$ cat src/rtl/cpu_pkg.sv
// Shared CPU front-end types and constants.
//   XLEN          : width of the instruction and PC fields held in the fetch queue
//   PC_STEP       : byte distance between consecutive sequential fetches
//   fetch_entry_t : one fetched instruction together with the address it came from
package cpu_pkg;

    localparam int unsigned XLEN    = 32;
    localparam int unsigned PC_STEP = 4;

    typedef struct packed {
        logic [XLEN-1:0] inst;
        logic [XLEN-1:0] pc;
    } fetch_entry_t;

endpackage : cpu_pkg

$ cat src/rtl/fetch_fifo.sv
// Instruction queue for the fetch unit: circular buffer with head/tail pointers
// and an occupancy count. Push and pop are synchronous; flush empties the queue
// at the next clock edge and takes priority over push/pop.
// Ports:
//   clk_i, rst_i   : clock, asynchronous active-high reset
//   flush_i        : drop every stored entry
//   push_i / push_data_i : write one entry at the tail
//   pop_i          : retire the head entry
//   head_o         : current head entry (zero after reset)
//   count_o        : number of valid entries
module fetch_fifo
    import cpu_pkg::*;
#(
    parameter  int unsigned DEPTH = 2,
    localparam int unsigned PTR_W = (DEPTH > 1) ? $clog2(DEPTH) : 1,
    localparam int unsigned CNT_W = $clog2(DEPTH + 1)
) (
    input  logic             clk_i,
    input  logic             rst_i,
    input  logic             flush_i,
    input  logic             push_i,
    input  fetch_entry_t     push_data_i,
    input  logic             pop_i,
    output fetch_entry_t     head_o,
    output logic [CNT_W-1:0] count_o
);

    fetch_entry_t     mem_q [DEPTH];
    fetch_entry_t     mem_d [DEPTH];
    logic [PTR_W-1:0] head_q, head_d;
    logic [PTR_W-1:0] tail_q, tail_d;
    logic [CNT_W-1:0] count_q, count_d;

    // Pointer advance that also works for depths that are not a power of two.
    function automatic logic [PTR_W-1:0] ptr_inc(input logic [PTR_W-1:0] p);
        return (p == PTR_W'(DEPTH - 1)) ? '0 : p + PTR_W'(1);
    endfunction

    // Next-state for storage, pointers and count.
    always_comb begin
        mem_d   = mem_q;
        head_d  = head_q;
        tail_d  = tail_q;
        count_d = count_q;
        if (flush_i) begin
            head_d  = '0;
            tail_d  = '0;
            count_d = '0;
        end else begin
            if (push_i) begin
                mem_d[tail_q] = push_data_i;
                tail_d        = ptr_inc(tail_q);
            end
            if (pop_i) begin
                head_d = ptr_inc(head_q);
            end
            case ({push_i, pop_i})
                2'b10:   count_d = count_q + CNT_W'(1);
                2'b01:   count_d = count_q - CNT_W'(1);
                default: count_d = count_q;
            endcase
        end
    end

    // Storage is cleared on reset so the head reads as zero while empty.
    always_ff @(posedge clk_i or posedge rst_i) begin
        if (rst_i) begin
            for (int i = 0; i < int'(DEPTH); i++) begin
                mem_q[i] <= '0;
            end
            head_q  <= '0;
            tail_q  <= '0;
            count_q <= '0;
        end else begin
            mem_q   <= mem_d;
            head_q  <= head_d;
            tail_q  <= tail_d;
            count_q <= count_d;
        end
    end

    assign head_o  = mem_q[head_q];
    assign count_o = count_q;

endmodule : fetch_fifo

$ cat src/rtl/fetch_unit.sv
// Instruction fetch unit: sequential PC generation, single-outstanding request
// to a fixed one-cycle-latency instruction memory, and a small queue feeding
// the decoder with a valid/ready handshake. A redirect flushes everything and
// restarts fetch at the word-aligned target on the following cycle.
// Optional feature macro: FETCH_UNIT_PERF_CNT_EN adds fetched_cnt_o and
// flushed_cnt_o (transfers to the decoder / entries dropped by redirect).
// Ports:
//   clk_i, rst_i                    : clock, asynchronous active-high reset
//   imem_re_o, imem_raddr_o         : memory read request and byte address
//   imem_rdata_i                    : read data, one cycle after the request
//   redirect_i, redirect_pc_i       : flush and restart fetch at target
//   inst_o, pc_o, valid_o, ready_i  : head-of-queue instruction to the decoder
module fetch_unit
    import cpu_pkg::*;
#(
    parameter int unsigned          DATAWIDTH = 32,
    parameter logic [DATAWIDTH-1:0] RESET_PC  = DATAWIDTH'(32'h0000_0000),
    parameter int unsigned          QDEPTH    = 2
) (
    input  logic                 clk_i,
    input  logic                 rst_i,
    output logic                 imem_re_o,
    output logic [DATAWIDTH-1:0] imem_raddr_o,
    input  logic [DATAWIDTH-1:0] imem_rdata_i,
    input  logic                 redirect_i,
    input  logic [DATAWIDTH-1:0] redirect_pc_i,
    output logic [DATAWIDTH-1:0] inst_o,
    output logic [DATAWIDTH-1:0] pc_o,
    output logic                 valid_o,
`ifdef FETCH_UNIT_PERF_CNT_EN
    output logic [31:0]          fetched_cnt_o,
    output logic [31:0]          flushed_cnt_o,
`endif
    input  logic                 ready_i
);

    localparam int unsigned CNT_W = $clog2(QDEPTH + 1);
    localparam int unsigned OCC_W = CNT_W + 1;

    logic [DATAWIDTH-1:0] pc_q, pc_d;
    logic                 inflight_q, inflight_d;
    logic [DATAWIDTH-1:0] inflight_pc_q, inflight_pc_d;

    logic [CNT_W-1:0]     fifo_count;
    fetch_entry_t         fifo_head;
    fetch_entry_t         push_entry;
    logic                 push;
    logic                 pop;
    logic [OCC_W-1:0]     occ_after_pop;

    // Decoder handshake; a redirect kills the transfer in the same cycle.
    assign valid_o = (fifo_count != '0) & ~redirect_i;
    assign pop     = valid_o & ready_i;
    assign inst_o  = DATAWIDTH'(fifo_head.inst);
    assign pc_o    = DATAWIDTH'(fifo_head.pc);

    // Request only if the response is guaranteed a free slot when it lands.
    assign occ_after_pop = OCC_W'(fifo_count) + OCC_W'(inflight_q) - OCC_W'(pop);
    assign imem_re_o     = ~rst_i & ~redirect_i & (occ_after_pop < OCC_W'(QDEPTH));
    assign imem_raddr_o  = pc_q;

    // A response arriving during a redirect belongs to the old stream: drop it.
    assign push            = inflight_q & ~redirect_i;
    assign push_entry.inst = XLEN'(imem_rdata_i);
    assign push_entry.pc   = XLEN'(inflight_pc_q);

    // PC and in-flight tracking.
    always_comb begin
        pc_d          = pc_q;
        inflight_d    = 1'b0;
        inflight_pc_d = inflight_pc_q;
        if (redirect_i) begin
            pc_d = {redirect_pc_i[DATAWIDTH-1:2], 2'b00};
        end else if (imem_re_o) begin
            pc_d          = pc_q + DATAWIDTH'(PC_STEP);
            inflight_d    = 1'b1;
            inflight_pc_d = pc_q;
        end
    end

    always_ff @(posedge clk_i or posedge rst_i) begin
        if (rst_i) begin
            pc_q          <= RESET_PC;
            inflight_q    <= 1'b0;
            inflight_pc_q <= '0;
        end else begin
            pc_q          <= pc_d;
            inflight_q    <= inflight_d;
            inflight_pc_q <= inflight_pc_d;
        end
    end

    fetch_fifo #(
        .DEPTH (QDEPTH)
    ) u_fifo (
        .clk_i       (clk_i),
        .rst_i       (rst_i),
        .flush_i     (redirect_i),
        .push_i      (push),
        .push_data_i (push_entry),
        .pop_i       (pop),
        .head_o      (fifo_head),
        .count_o     (fifo_count)
    );

`ifdef FETCH_UNIT_PERF_CNT_EN
    logic [31:0] fetched_q, fetched_d;
    logic [31:0] flushed_q, flushed_d;

    // Flushed count covers both queued entries and the response in flight.
    always_comb begin
        fetched_d = fetched_q + 32'(pop);
        flushed_d = flushed_q;
        if (redirect_i) begin
            flushed_d = flushed_q + 32'(fifo_count) + 32'(inflight_q);
        end
    end

    always_ff @(posedge clk_i or posedge rst_i) begin
        if (rst_i) begin
            fetched_q <= '0;
            flushed_q <= '0;
        end else begin
            fetched_q <= fetched_d;
            flushed_q <= flushed_d;
        end
    end

    assign fetched_cnt_o = fetched_q;
    assign flushed_cnt_o = flushed_q;
`endif

endmodule : fetch_unit
$ cat config.mk
export PLATFORM = sky130hd
export DESIGN_NAME = fetch_unit
export DESIGN_NICKNAME = d
export VERILOG_FILES = /design/src/rtl/cpu_pkg.sv /design/src/rtl/fetch_fifo.sv /design/src/rtl/fetch_unit.sv
export SDC_FILE = /design/constraint.sdc
export NUM_CORES = 1
export LEC_CHECK = 0
export CORE_ASPECT_RATIO = 0.75
export CORE_UTILIZATION = 30
export CTS_CLUSTER_DIAMETER = 40
export CTS_CLUSTER_SIZE = 40
export DETAILED_ROUTE_END_ITERATION = 7
export GPL_TIMING_DRIVEN = 1
export PLACE_DENSITY_LB_ADDON = 0.1
export SLEW_MARGIN = 5
export SYNTH_ARGS = -nofsm -noshare
export SYNTH_HDL_FRONTEND = slang
export SYNTH_SLANG_ARGS = --single-unit
$ cat constraint.sdc
create_clock -name clk_i -period 5.6 [get_ports clk_i]
set_input_delay 0.56 -clock clk_i [delete_from_list [all_inputs] [get_ports clk_i]]
set_output_delay 0.56 -clock clk_i [all_outputs]
set_load 0.03 [all_outputs]
==> results of run 1 <==
## logic make-up after synthesis
| logic type | share of synthesized area |
|---|---|
| simple gates | 0.1107 |
| mux | 0.2488 |
| flops | 0.5513 |
| compound gates | 0.04710 |
| buf+inv | 0.02931 |
| xor+xnor | 0.007146 |
| fa+ha+maj | 0.005250 |
| other cells | 0.0004371 |
## per-layer routing
metal,track usage,vias to the layer above
li1,-,2777
met1,0.2102,3072
met2,0.2583,135
met3,0.03628,14
met4,0.03837,0
met5,0,-
## final timing paths
check	from	end	slack, ps	cells past startpoint
max in group asynchronous	rst_i	imem_raddr_o[19]	3710	3
min in group asynchronous	rst_i	imem_raddr_o[16]	610	2
worst min-delay path	inflight_pc_q[13]	inflight_pc_q[13]	500	2
worst max register to register	u_fifo.count_o[1]	imem_raddr_o[11]	1820	13
worst min register to register	inflight_pc_q[13]	inflight_pc_q[13]	500	2
worst max-delay path	redirect_i	imem_re_o	1430	12
## power groups by stage
stage / Combinational, uW / Clock (uW) / Sequential (uW)
floorplan: 955 / 0 / 1960
global placement: 1500 / 0 / 1970
detailed placement: 1520 / 0 / 1990
CTS: 1530 / 1270 / 1970
global route: 1600 / 1330 / 2020
finish: 1500 / 1220 / 1970
## cells in the final DEF, fill, tap and decap left out, drive strengths merged, types with 3 or more instances in the layout
| cell type | count |
|---|---|
| nand2 | 121 |
| a31oi | 5 |
| nand4 | 10 |
| or4 | 4 |
| clkinv | 8 |
| nor2b | 6 |
| inv | 7 |
| nor4 | 6 |
| a21oi | 9 |
| nor3b | 5 |
| mux2i | 4 |
| and3 | 6 |
| nand2b | 5 |
| o311ai | 8 |
| clkdlybuf4s50 | 158 |
| nand3 | 19 |
| buf | 6 |
| dfrtp | 189 |
| a221o | 9 |
| o21ai | 19 |
| conb | 4 |
| nor3 | 5 |
| xor2 | 5 |
| nor2 | 12 |
| o211ai | 3 |
| clkbuf | 22 |
| mux2 | 186 |
## area by class of cell
class	count	area, um2	share of cell area
clock buffer	22	484.2	0.04359
sequential	189	4731	0.4258
inverter	8	35.03	0.003154
clock inverter	10	111.4	0.01002
timing repair buffer	164	1639	0.1475
multi-input combinational	467	3627	0.3265
tap	385	481.7	0.04336
## metrics by stage
stage / area (um2) / power [uW] / cells
3_3_place_gp: 10510 / 3463 / 1213
6_report: 11110 / 4695 / 1245
3_5_place_dp: 10510 / 3514 / 1213
2_1_floorplan: 8594 / 2913 / 710
5_1_grt: 11110 / 4958 / 1245
4_1_cts: 11110 / 4769 / 1245
## flip-flops by register name (all words and copies together) (netlist names)
register,flops
u_fifo.head_q,1
u_fifo.tail_q,1
u_fifo.count_o,2
u_fifo.mem_q,124
inflight_pc_q,30
imem_raddr_o,30
inflight_q,1
## worst max-delay path, stage by stage
cell and delay, ps:
clkdlybuf4s50_1 530, nor2_1 80, nand2_1 110, inv_1 50, ha_1 250, nand2b_1 150, fa_1 380, xor2_1 150
or4b_2 650, buf_4 380, inv_1 120, buf_4 160
## synthesized netlist by cell type, types with 3 or more instances
cell type  number  area [um2]
nand3_1        18       90.09
mux2_2        186        2095
o311ai_1        4       35.03
nand2b_1        5       31.28
mux2i_1         4       40.04
buf_2           7       35.03
clkbuf_1       26       97.59
nor2b_1         6       37.54
nor3_1          5       25.02
nor4_1          6       37.54
o211ai_1        3       22.52
inv_1           7       26.28
o21ai_0        19       95.09
a221o_1         9       90.09
nor3b_1         5       37.54
dfrtp_1       189        4730
buf_1           4       15.01
nand2_1       120       450.4
or4_1           4       30.03
buf_4           6       45.04
a31oi_1         5       31.28
nand4_1        10       62.56
o311ai_0        4       35.03
xor2_1          5       43.79
and3_1          6       37.54
a21oi_1         9       45.04
nor2_1         11       41.29
==> flow_metrics.py, run 1 <==
metrics = {
    "power": {
        "p_per_area_nw_per_um2": 422.6,
        "switching_power_uw": 1504,
        "clockPowerShare": 0.260,
        "leakage_uw": 0.004813,
        "irDropWorstVdd_v": 0.0002443,
        "seqPwrFrac": 0.419,
        "p_comb_frac": 0.320,
        "internal_power_uw": 3190,
        "p_sw_frac": 0.3204,
    },
    "detailed_routing": {
        "top_layer_used": "met4",
        "wl_met1_um": 10390,
        "wl_met2_um": 10850,
        "drc": 0,
        "wl_met3_um": 978,
        "avgViaCountPerCell": 4.818,
        "drt-total-wl_um": 22470,
        "wl_per_cell_um": 18.05,
        "ant_nets": 0,
        "via_count": 5998,
        "drt_iter0_drc": 191,
        "firstDrtPassIters": 4,
    },
    "timing": {
        "final_max_slew_viol_count": 0,
        "finalHoldViolations": 0,
        "setup_violations": 0,
        "setup_tns_ps": 0,
        "rsz0062_at_grt": "no",
        "slew_headroom": 0.2992,
        "holdWs_ps": 496.2,
        "period_needed_ps": 4175,
        "fin_skew_ps": 9.669,
        "setup_slack_ps": 1425,
        "fmax_ghz": 0.2395,
        "fin_crit_sh": 0.7455,
        "tightest_slew_ps": 1043,
    },
    "global_routing": {
        "grt_overflow": 0,
        "grt_pass1_wl_um": 35400,
        "grt_max_degree": 168,
        "grt_util_all_layers": 0.1575,
        "antenna_found_initial": 0,
        "grt_pass1_vias": 6369,
    },
    "critical_path": {
        "endpoint_kind": "output port",
        "crit_path_max_fanout": 61,
        "required_ps": 5040,
        "cp-start-kind": "input port",
        "crit_type": "in -> out",
        "cp_data_arrival_time_ps": 3610,
    },
    "die": {
        "die_w_um": 197.3,
        "initial_core_util": 0.3059,
        "coreArea_um2": 28050,
        "dieArea_um2": 29290,
        "die_y_um": 148.5,
        "core.rowCount": 53,
        "pin_count": 166,
    },
    "finish": {
        "fin_nets": 918,
        "area_growth_pct": 29.49,
        "drive_gt1_frac": 0.2709,
        "diodes": 0,
        "postLayoutCoreUtil": 0.3960,
        "fill_cells": 2676,
    },
    "synthesis": {
        "ys.flop_type": "dfrtp_1",
        "synth_area_um2": 8579,
        "yosys_warnings": 0,
        "synth_edf_count": 0,
        "ys_async_sr_fraction": 1.000,
        "ys_ff_latch": 189,
        "synth.distinct_cells": 45,
        "ys_seq_area_frac": 0.5513,
        "syn_inst": 707,
        "synth_area_per_cell_um2": 12.14,
    },
    "placement": {
        "port_buffers": 159,
        "pre_cts_slack_ps": 1264,
        "place_congestion": 0.8101,
        "dpl.hpwl_um": 14520,
    },
    "clocking": {
        "cts_buffers": 17,
        "cts.sinks": 189,
        "ctsHoldBuffers": 0,
        "clockBufferDepth": 2,
        "cts.reportedPaths.clkPinSlew_ps": 60,
        "h-tree-depth": 4,
        "cts_root_buffer": "clkbuf_16",
        "cts-resized-gates": 0,
        "cts_tree": "built",
        "postCtsSetupRepairBufs": 0,
        "clock_latency_ps": 420,
    },
    "run_status": {
        "status": "finished, final reports clean",
    },
    "hold_path": {
        "hp-class": "reg -> reg",
    },
    "job": {
        "cap_violations": 0,
    },
}
Power figures use the tool's default switching activity.
==> run 2, diff against run 1 <==
Clock period 5.6 ns to 3.5 ns, I/O delays scaled along.
==> flow_metrics.py, run 2 (synthesized netlist as in run 1, its figures left out) <==
metrics = {
    "run_status": {
        "status": "finished, final reports clean",
    },
    "power": {
        "p_per_area_nw_per_um2": 655.7,
        "power_uw": 7421,
        "leakage_uw": 0.004912,
        "irDropWorstVdd_v": 0.0003752,
    },
    "critical_path": {
        "cp_data_arrival_time_ps": 3020,
        "required_ps": 3150,
        "crit_chain": "nor2_1, nor2_2, nand2_1, inv_1, ha_1, nand2b_1, fa_1, xor2_1, or4b_4, buf_6, inv_2, buf_6",
        "cpMostUsedCell": "buf_6",
        "cpMaxStageDelayCell": "or4b_4",
        "max_stage_delay_ps": 510,
        "cp-startpoint": "u_fifo.count_o[0]",
        "endpoint_kind": "output port",
        "worstReg2RegStart": "u_fifo.count_o[0]",
        "cp-start-kind": "flop",
        "crit_type": "reg -> out",
        "crit_path_max_fanout": 9,
    },
    "timing": {
        "final_max_slew_viol_count": 0,
        "setup_violations": 0,
        "fin_crit_sh": 0.9623,
        "holdWs_ps": 479.6,
        "finalHoldViolations": 0,
        "tightest_slew_ps": 991.6,
        "slew_headroom": 0.3376,
        "period_needed_ps": 3368,
        "fin_skew_ps": 9.442,
        "fmax_ghz": 0.2969,
    },
    "detailed_routing": {
        "ant_nets": 0,
        "via_count": 6029,
        "wl_per_cell_um": 17.95,
        "drc": 0,
        "drt_iter0_drc": 275,
        "drt-total-wl_um": 22780,
        "avgViaCountPerCell": 4.751,
        "firstDrtPassIters": 5,
    },
    "finish": {
        "fin_cells": 1269,
        "final_cell_mix": "dfrtp_1, mux2_2, clkdlybuf4s50_1",
        "diodes": 0,
        "largest_register_ffs": 124,
        "final_common_cell": "dfrtp_1",
        "largest-register": "u_fifo.mem_q",
        "fin_nets": 943,
        "fill_cells": 2668,
        "area_growth_pct": 31.92,
        "drive_gt1_frac": 0.2919,
    },
    "global_routing": {
        "grt_overflow": 0,
        "grt_pass1_vias": 6443,
        "antenna_found_initial": 0,
        "grt_pass1_wl_um": 35780,
        "grt_max_degree": 63,
        "grt_util_all_layers": 0.1602,
    },
    "die": {
        "initial_core_util": 0.3059,
        "die_w_um": 197.3,
        "pin_count": 166,
        "coreArea_um2": 28050,
        "core.rowCount": 53,
        "die_y_um": 148.5,
        "dieArea_um2": 29290,
    },
    "job": {
        "cap_violations": 0,
    },
    "clocking": {
        "cts.sinks": 189,
        "cts.reportedPaths.clkPinSlew_ps": 70,
        "cts_buffers": 17,
        "cts_tree": "built",
        "clockBufferDepth": 2,
        "cts_root_buffer": "clkbuf_16",
        "h-tree-depth": 4,
        "clock_latency_ps": 440,
        "ctsHoldBuffers": 0,
    },
    "placement": {
        "place_congestion": 0.8141,
        "dpl.hpwl_um": 15630,
        "numPlacedInstances": 1238,
        "port_buffers": 159,
    },
    "hold_path": {
        "hp-class": "in -> reg",
        "min_from": "redirect_pc_i[10]",
    },
}
run 2: changes by cell type in the layout (fill, tap and decap cells not counted), sizes merged:
cell,previous run,this run
clkinv,8,6
buf,6,31
clkinvlp,1,5
bufinv,2,1
clkbuf,22,20
run 2: final timing paths:
path,end,slack (ps),cells past startpoint
hold / removal,imem_raddr_o[10],480,3
setup / recovery,imem_re_o,130,12
hold reg to reg,inflight_pc_q[3],500,2
max in group asynchronous,u_fifo.mem_q[111],2170,3
setup reg to reg,imem_raddr_o[25],450,12
min in group asynchronous,imem_raddr_o[12],560,2
run 2: cell type report:
type,count,area [um2],area share
sequential,189,4731,0.4180
clock inverter,11,93.84,0.008291
clock buffer,20,446.7,0.03946
multi-input combinational,467,3633,0.3210
tap,385,481.7,0.04256
inverter,8,35.03,0.003095
timing repair buffer,189,1897,0.1676
run 2: per-stage QoR:
stage               TNS, ps  setup WS, ps  cell area [um2]    util
floorplan                 0         45.15             8597       -
global placement     -988.9        -108.3            10770  0.3838
detailed placement    -1571        -125.7            10770  0.3838
CTS                       0         68.93            11310  0.4034
global route         -1.470        -1.470            11320  0.4035
finish                    0         131.8            11320  0.4035
run 2: worst max-delay path, delay by kind of cell (launching register included):
kind,cells,cell delay (ps)
and+or+nand+nor,5,930
adders and majority gates,2,640
buffers and inverters,4,480
DFF,1,390
xor gates and xnor gates,1,150
run 2: timing repair:
| action | 4_1_cts | 5_1_grt |
|---|---|---|
| setup endpoints to repair | 1 | 1 |
| setup buffers | 0 | 0 |
| hold endpoints to repair | 0 | 0 |
| resized for setup | 3 | 1 |
| pin swaps | 0 | 0 |
run 2: report_power, final:
part,total (uW),switching (uW),internal (uW),leakage (uW)
clock,1830,836,991,0.000258
sequential,3160,378,2780,0.00237
combinational,2440,1210,1230,0.00228
run 2: metal layers:
metal	wire (um)	vias to the layer above	track usage
li1	-	2813	-
met1	10880	3076	0.2195
met2	10840	122	0.2549
met3	830	18	0.03537
met4	236	0	0.04380
met5	0	-	0
